**src/rtl/wallace_seq8.sv**
```systemverilog
// 8x8 unsigned sequential multiplier built around a single 4x4 Wallace-tree core.
// Four partial products are accumulated over four MUL cycles.

module wallace_mul4 (
  input  logic [3:0] a_i,
  input  logic [3:0] b_i,
  output logic [7:0] p_o
);

  logic [7:0] r0, r1, r2, r3;
  logic [7:0] s1, c1, s2, c2;

  // Two carry-save layers reduce four rows to two, then a single carry-propagate add.
  always_comb begin
    r0 = {4'b0000, a_i & {4{b_i[0]}}};
    r1 = {3'b000, a_i & {4{b_i[1]}}, 1'b0};
    r2 = {2'b00, a_i & {4{b_i[2]}}, 2'b00};
    r3 = {1'b0, a_i & {4{b_i[3]}}, 3'b000};
    s1 = r0 ^ r1 ^ r2;
    c1 = ((r0 & r1) | (r0 & r2) | (r1 & r2)) << 1;
    s2 = s1 ^ c1 ^ r3;
    c2 = ((s1 & c1) | (s1 & r3) | (c1 & r3)) << 1;
    p_o = s2 + c2;
  end

endmodule

module wallace_seq8 (
  input  logic        clk,
  input  logic        rst_n,
  input  logic        in_valid,
  output logic        in_ready,
  input  logic [7:0]  a,
  input  logic [7:0]  b,
  input  logic        abort,
  output logic        out_valid,
  input  logic        out_ready,
  output logic [15:0] prod,
  output logic        busy
);

  typedef enum logic [1:0] {StIdle, StMul, StDone} state_e;

  state_e      state_q, state_d;
  logic [1:0]  step_q, step_d;
  logic [7:0]  opa_q, opa_d;
  logic [7:0]  opb_q, opb_d;
  logic [15:0] acc_q, acc_d;

  logic [3:0]  mul_a, mul_b;
  logic [7:0]  pp;
  logic [15:0] pp_shifted;

  wallace_mul4 u_mul (
    .a_i (mul_a),
    .b_i (mul_b),
    .p_o (pp)
  );

  // step[0] selects the high nibble of a, step[1] the high nibble of b.
  always_comb begin
    mul_a = step_q[0] ? opa_q[7:4] : opa_q[3:0];
    mul_b = step_q[1] ? opb_q[7:4] : opb_q[3:0];
    unique case (step_q)
      2'd0:    pp_shifted = {8'h00, pp};
      2'd1,
      2'd2:    pp_shifted = {4'h0, pp, 4'h0};
      default: pp_shifted = {pp, 8'h00};
    endcase
  end

  always_comb begin
    state_d = state_q;
    step_d  = step_q;
    opa_d   = opa_q;
    opb_d   = opb_q;
    acc_d   = acc_q;
    if (abort) begin
      state_d = StIdle;
      step_d  = 2'd0;
    end else begin
      unique case (state_q)
        StIdle: begin
          if (in_valid) begin
            opa_d   = a;
            opb_d   = b;
            acc_d   = 16'h0000;
            step_d  = 2'd0;
            state_d = StMul;
          end
        end
        StMul: begin
          acc_d  = acc_q + pp_shifted;
          step_d = step_q + 2'd1;
          if (step_q == 2'd3) state_d = StDone;
        end
        StDone: begin
          if (out_ready) state_d = StIdle;
        end
        default: begin
          state_d = StIdle;
          step_d  = 2'd0;
        end
      endcase
    end
  end

  always_ff @(posedge clk or negedge rst_n) begin
    if (!rst_n) begin
      state_q <= StIdle;
      step_q  <= 2'd0;
      opa_q   <= 8'h00;
      opb_q   <= 8'h00;
      acc_q   <= 16'h0000;
    end else begin
      state_q <= state_d;
      step_q  <= step_d;
      opa_q   <= opa_d;
      opb_q   <= opb_d;
      acc_q   <= acc_d;
    end
  end

  assign in_ready  = (state_q == StIdle);
  assign out_valid = (state_q == StDone);
  assign busy      = (state_q != StIdle);
  assign prod      = acc_q;

endmodule

```
**config.mk**
```make
export PLATFORM = sky130hd
export DESIGN_NAME = wallace_seq8
export DESIGN_NICKNAME = d
export VERILOG_FILES = /design/src/rtl/wallace_seq8.sv
export SDC_FILE = /design/constraint.sdc
export NUM_CORES = 1
export LEC_CHECK = 0
export CELL_PAD_IN_SITES_DETAIL_PLACEMENT = 0
export CELL_PAD_IN_SITES_GLOBAL_PLACEMENT = 1
export CORE_ASPECT_RATIO = 0.5
export CORE_UTILIZATION = 30
export DETAILED_ROUTE_END_ITERATION = 6
export MAX_ROUTING_LAYER = met4
export PLACE_DENSITY = 0.66
export SLEW_MARGIN = 20
export SYNTH_ARGS = -nofsm -noshare
export SYNTH_HDL_FRONTEND = slang
export SYNTH_SLANG_ARGS = --single-unit
```
**constraint.sdc**
```tcl
create_clock -name clk -period 6.3 [get_ports clk]
set_input_delay 0.945 -clock clk [delete_from_list [all_inputs] [get_ports clk]]
set_output_delay 0.945 -clock clk [all_outputs]
set_load 0.02 [all_outputs]
```
==> flow_summary.toml <==
[clock_network]
cts_setup_buffers = 0
cts_root_buffer = "clkbuf_16"
maximum_clock_path_buffer_count = 2
cts_tree = "done"
cts.htree.levels = 2
cts-hold-fix-buffers = 0
numClockSinks = 36
post_cts_resize_count = 0
insertion_delay_to_the_later_sink_of_the_worst_skew_pair_ns = 0.28
cts.clk_slew.worst_paths_ns = 0.06
numCtsBuffers = 5

[pwr]
power.density_mw_per_mm2 = 409.2
power.ir.vdd_worst_mv = 0.1585
power.leakage_uw = 0.001471

[global_route]
grt_start_max_net_pins = 37
first_global_vias = 2210
grt_use_total = 0.1559
grt_pass1_wl_mm = 11.05
grt_antenna_before_repair = 0
grt.overflow.total = 0

[routing]
dr.first_iter.drc_count = 119
route.antenna.remaining_nets = 0
drt_pre_antenna_iters = 4
post-route-drc-count = 0
vias = 2129
drt_wl_total_mm = 6.459
wl_per_cell_um = 14.78
detail_route.vias_per_cell = 4.872

[sta]
worstMarginPinSlew_ns = 0.8456
max_clock_freq_mhz = 193.8
hold_viol_final = 0
slew-limit-headroom = 0.4363
setup_repair_after_global_routing_missed_its_margin = "false"
timing.final.crit_share = 0.8190
fin_worst_hold_slack_ns = 0.5026
setup-tns-final_ns = 0
setup_viols_final = 0
fin_worst_skew_ns = 0.001573
layout_min_cycle_time_ns = 5.160
maxSlewViolCount = 0

[cells_and_area]
area_growth_syn_to_layout_pct = 24.50
insertedDiodeCount = 0
drive_gt1_frac = 0.1125
fillers = 883
nets = 371

[synthesis]
synth_area_per_cell_um2 = 9.596
yosys_register_bits = 36
netlist_top_cells_count = "dfrtp_1 (36), nor2_1 (29), ha_1 (24)"
syn-num-nets = 333
yosys.cell_count.top_type = "dfrtp_1"
yosysTopAreaCell = "dfrtp_1"
synthesis.yosys.warnings = 0
synth_cell_type_count = 40
ys_top_cells_by_area = "dfrtp_1 (33%), ha_1 (11%), mux2_2 (6.7%)"
dominantRegCellSynth = "dfrtp_1"
post_synth_inst_count = 281
async_flop_share = 1.000
synth-edff-count = 0
synthDominantCellAreaShare = 0.3341
syn-cell-area_mm2 = 0.002696
yosysSeqAreaShare = 0.3341

[status]
run_status = "complete, no violations"

[flow_run]
maxCapViolations = 0

[floorplan]
initial_core_util = 0.3096
pin_count = 40
coreArea_mm2 = 0.008708
fp.dieW_um = 136.1
rows = 24
dieHeight_um = 69.04
fp.dieArea_mm2 = 0.009394

[worst_hold_path]
hold_path.class = "flop to flop"

[critical_path]
timing.reg2reg.setup_slack_ns = 1.14
critPathMaxFanout = 8
cp_data_arrival_time_ns = 5.36
timing.setup.critical_path_class = "flop to flop"
end_kind = "flop"
worstPathRequired_ns = 6.50
timing.critical_path.from_type = "flop"

[placement]
place.gp.congestion = 0.8488
hpwlAfterDp_mm = 5.026
numPortBuffers = 39
worst max-delay path, stage by stage, from the launching register on:
cell       delay [ns]
dfrtp_1          0.53
mux2i_1          0.19
or2_2            0.34
fa_1             0.53
inv_1            0.05
fa_1             0.47
ha_1             0.20
inv_1            0.07
fa_1             0.21
nor2b_1          0.06
o21ai_0          0.23
nand2_1          0.12
a22oi_1          0.17
nor2_1           0.09
ha_1             0.43
nand4_2          0.20
a2111oi_2        0.36
o21ai_1          0.15
and4_4           0.19
or3_1            0.31
o211ai_1         0.16
logic make-up (layout without fill, tap and decap cells):
logic type | Yosys count | in the layout | share of synthesized area
mux | 24 | 24 | 0.09652
fa+ha+maj | 31 | 31 | 0.1633
xor+xnor | 13 | 13 | 0.04223
flops | 36 | 36 | 0.3341
simple gates | 78 | 78 | 0.1378
buf+inv | 22 | 61 | 0.03480
compound gates | 77 | 77 | 0.1912
per-layer routing:
| metal | wire (um) | part of all wire | up-vias | GRT usage |
|---|---|---|---|---|
| met5 | 0 | 0 | - | - |
| met4 | 51 | 0.0079 | 0 | 0.03333 |
| met3 | 239 | 0.037 | 5 | 0.03826 |
| met2 | 2887 | 0.45 | 32 | 0.2386 |
| met1 | 3281 | 0.51 | 1011 | 0.2076 |
| li1 | - | - | 1081 | - |
cell usage in the layout (no fill, tap or decap), types with 4 or more instances in the layout:
master           instances
dfrtp_1                 36
xor2_1                   7
inv_1                   14
a22o_1                   7
a22oi_1                  5
nand2_1                 22
ha_1                    24
fa_1                     7
a21oi_1                 16
mux2i_1                  8
nor2b_1                  6
a21o_1                   5
nand3_1                  4
nor2_1                  29
a31oi_1                  4
and2_1                   7
or2_2                    4
clkbuf_16                5
mux2_2                  16
xnor2_1                  6
clkdlybuf4s50_1         38
o21ai_0                 17
o211ai_1                 4
per-stage QoR:
stage / util / total power (uW) / area [um^2] / cells / worst slack, ns
2_1_floorplan: - / 882.9 / 2696 / 281 / 1.506
3_3_place_gp: 0.3659 / 1083 / 3187 / 429 / 1.263
3_5_place_dp: 0.3667 / 1092 / 3193 / 429 / 1.173
4_1_cts: 0.3855 / 1388 / 3357 / 437 / 1.117
5_1_grt: 0.3855 / 1496 / 3357 / 437 / 0.7552
6_report: 0.3855 / 1374 / 3357 / 437 / 1.140
flip-flops by register name, indices dropped and copies added, names as in the netlist:
register and count:
opa_q 8, opb_q 8, prod 16, state_q 2, step_q 2
where the power goes:
group / internal (uW) / switching, uW / total (uW)
logic: 332 / 429 / 761
clock network: 186 / 97.5 / 284
registers: 285 / 44.1 / 329
layout make-up:
class,instances,area (um^2),area share
clock inverter,2,35.03,0.01044
tap,117,146.4,0.04361
multi-input combinational,223,1708,0.5088
sequential,36,900.9,0.2684
timing repair buffer,39,385.4,0.1148
clock buffer,6,128.9,0.03839
inverter,14,52.55,0.01565
worst paths after layout:
check                                           start               endpoint  cells past startpoint
worst max-delay path            step_q[0]$_DFFE_PN0P_   prod[15]$_DFFE_PN0P_                     20
worst min-delay path             opb_q[2]$_DFFE_PN0P_   opb_q[2]$_DFFE_PN0P_                      1
worst max register to register  step_q[0]$_DFFE_PN0P_   prod[15]$_DFFE_PN0P_                     20
worst min register to register   opb_q[2]$_DFFE_PN0P_   opb_q[2]$_DFFE_PN0P_                      1
max in group asynchronous                       rst_n  step_q[0]$_DFFE_PN0P_                      1
min in group asynchronous                       rst_n   prod[11]$_DFFE_PN0P_                      1
Power figures use the tool's default switching activity.
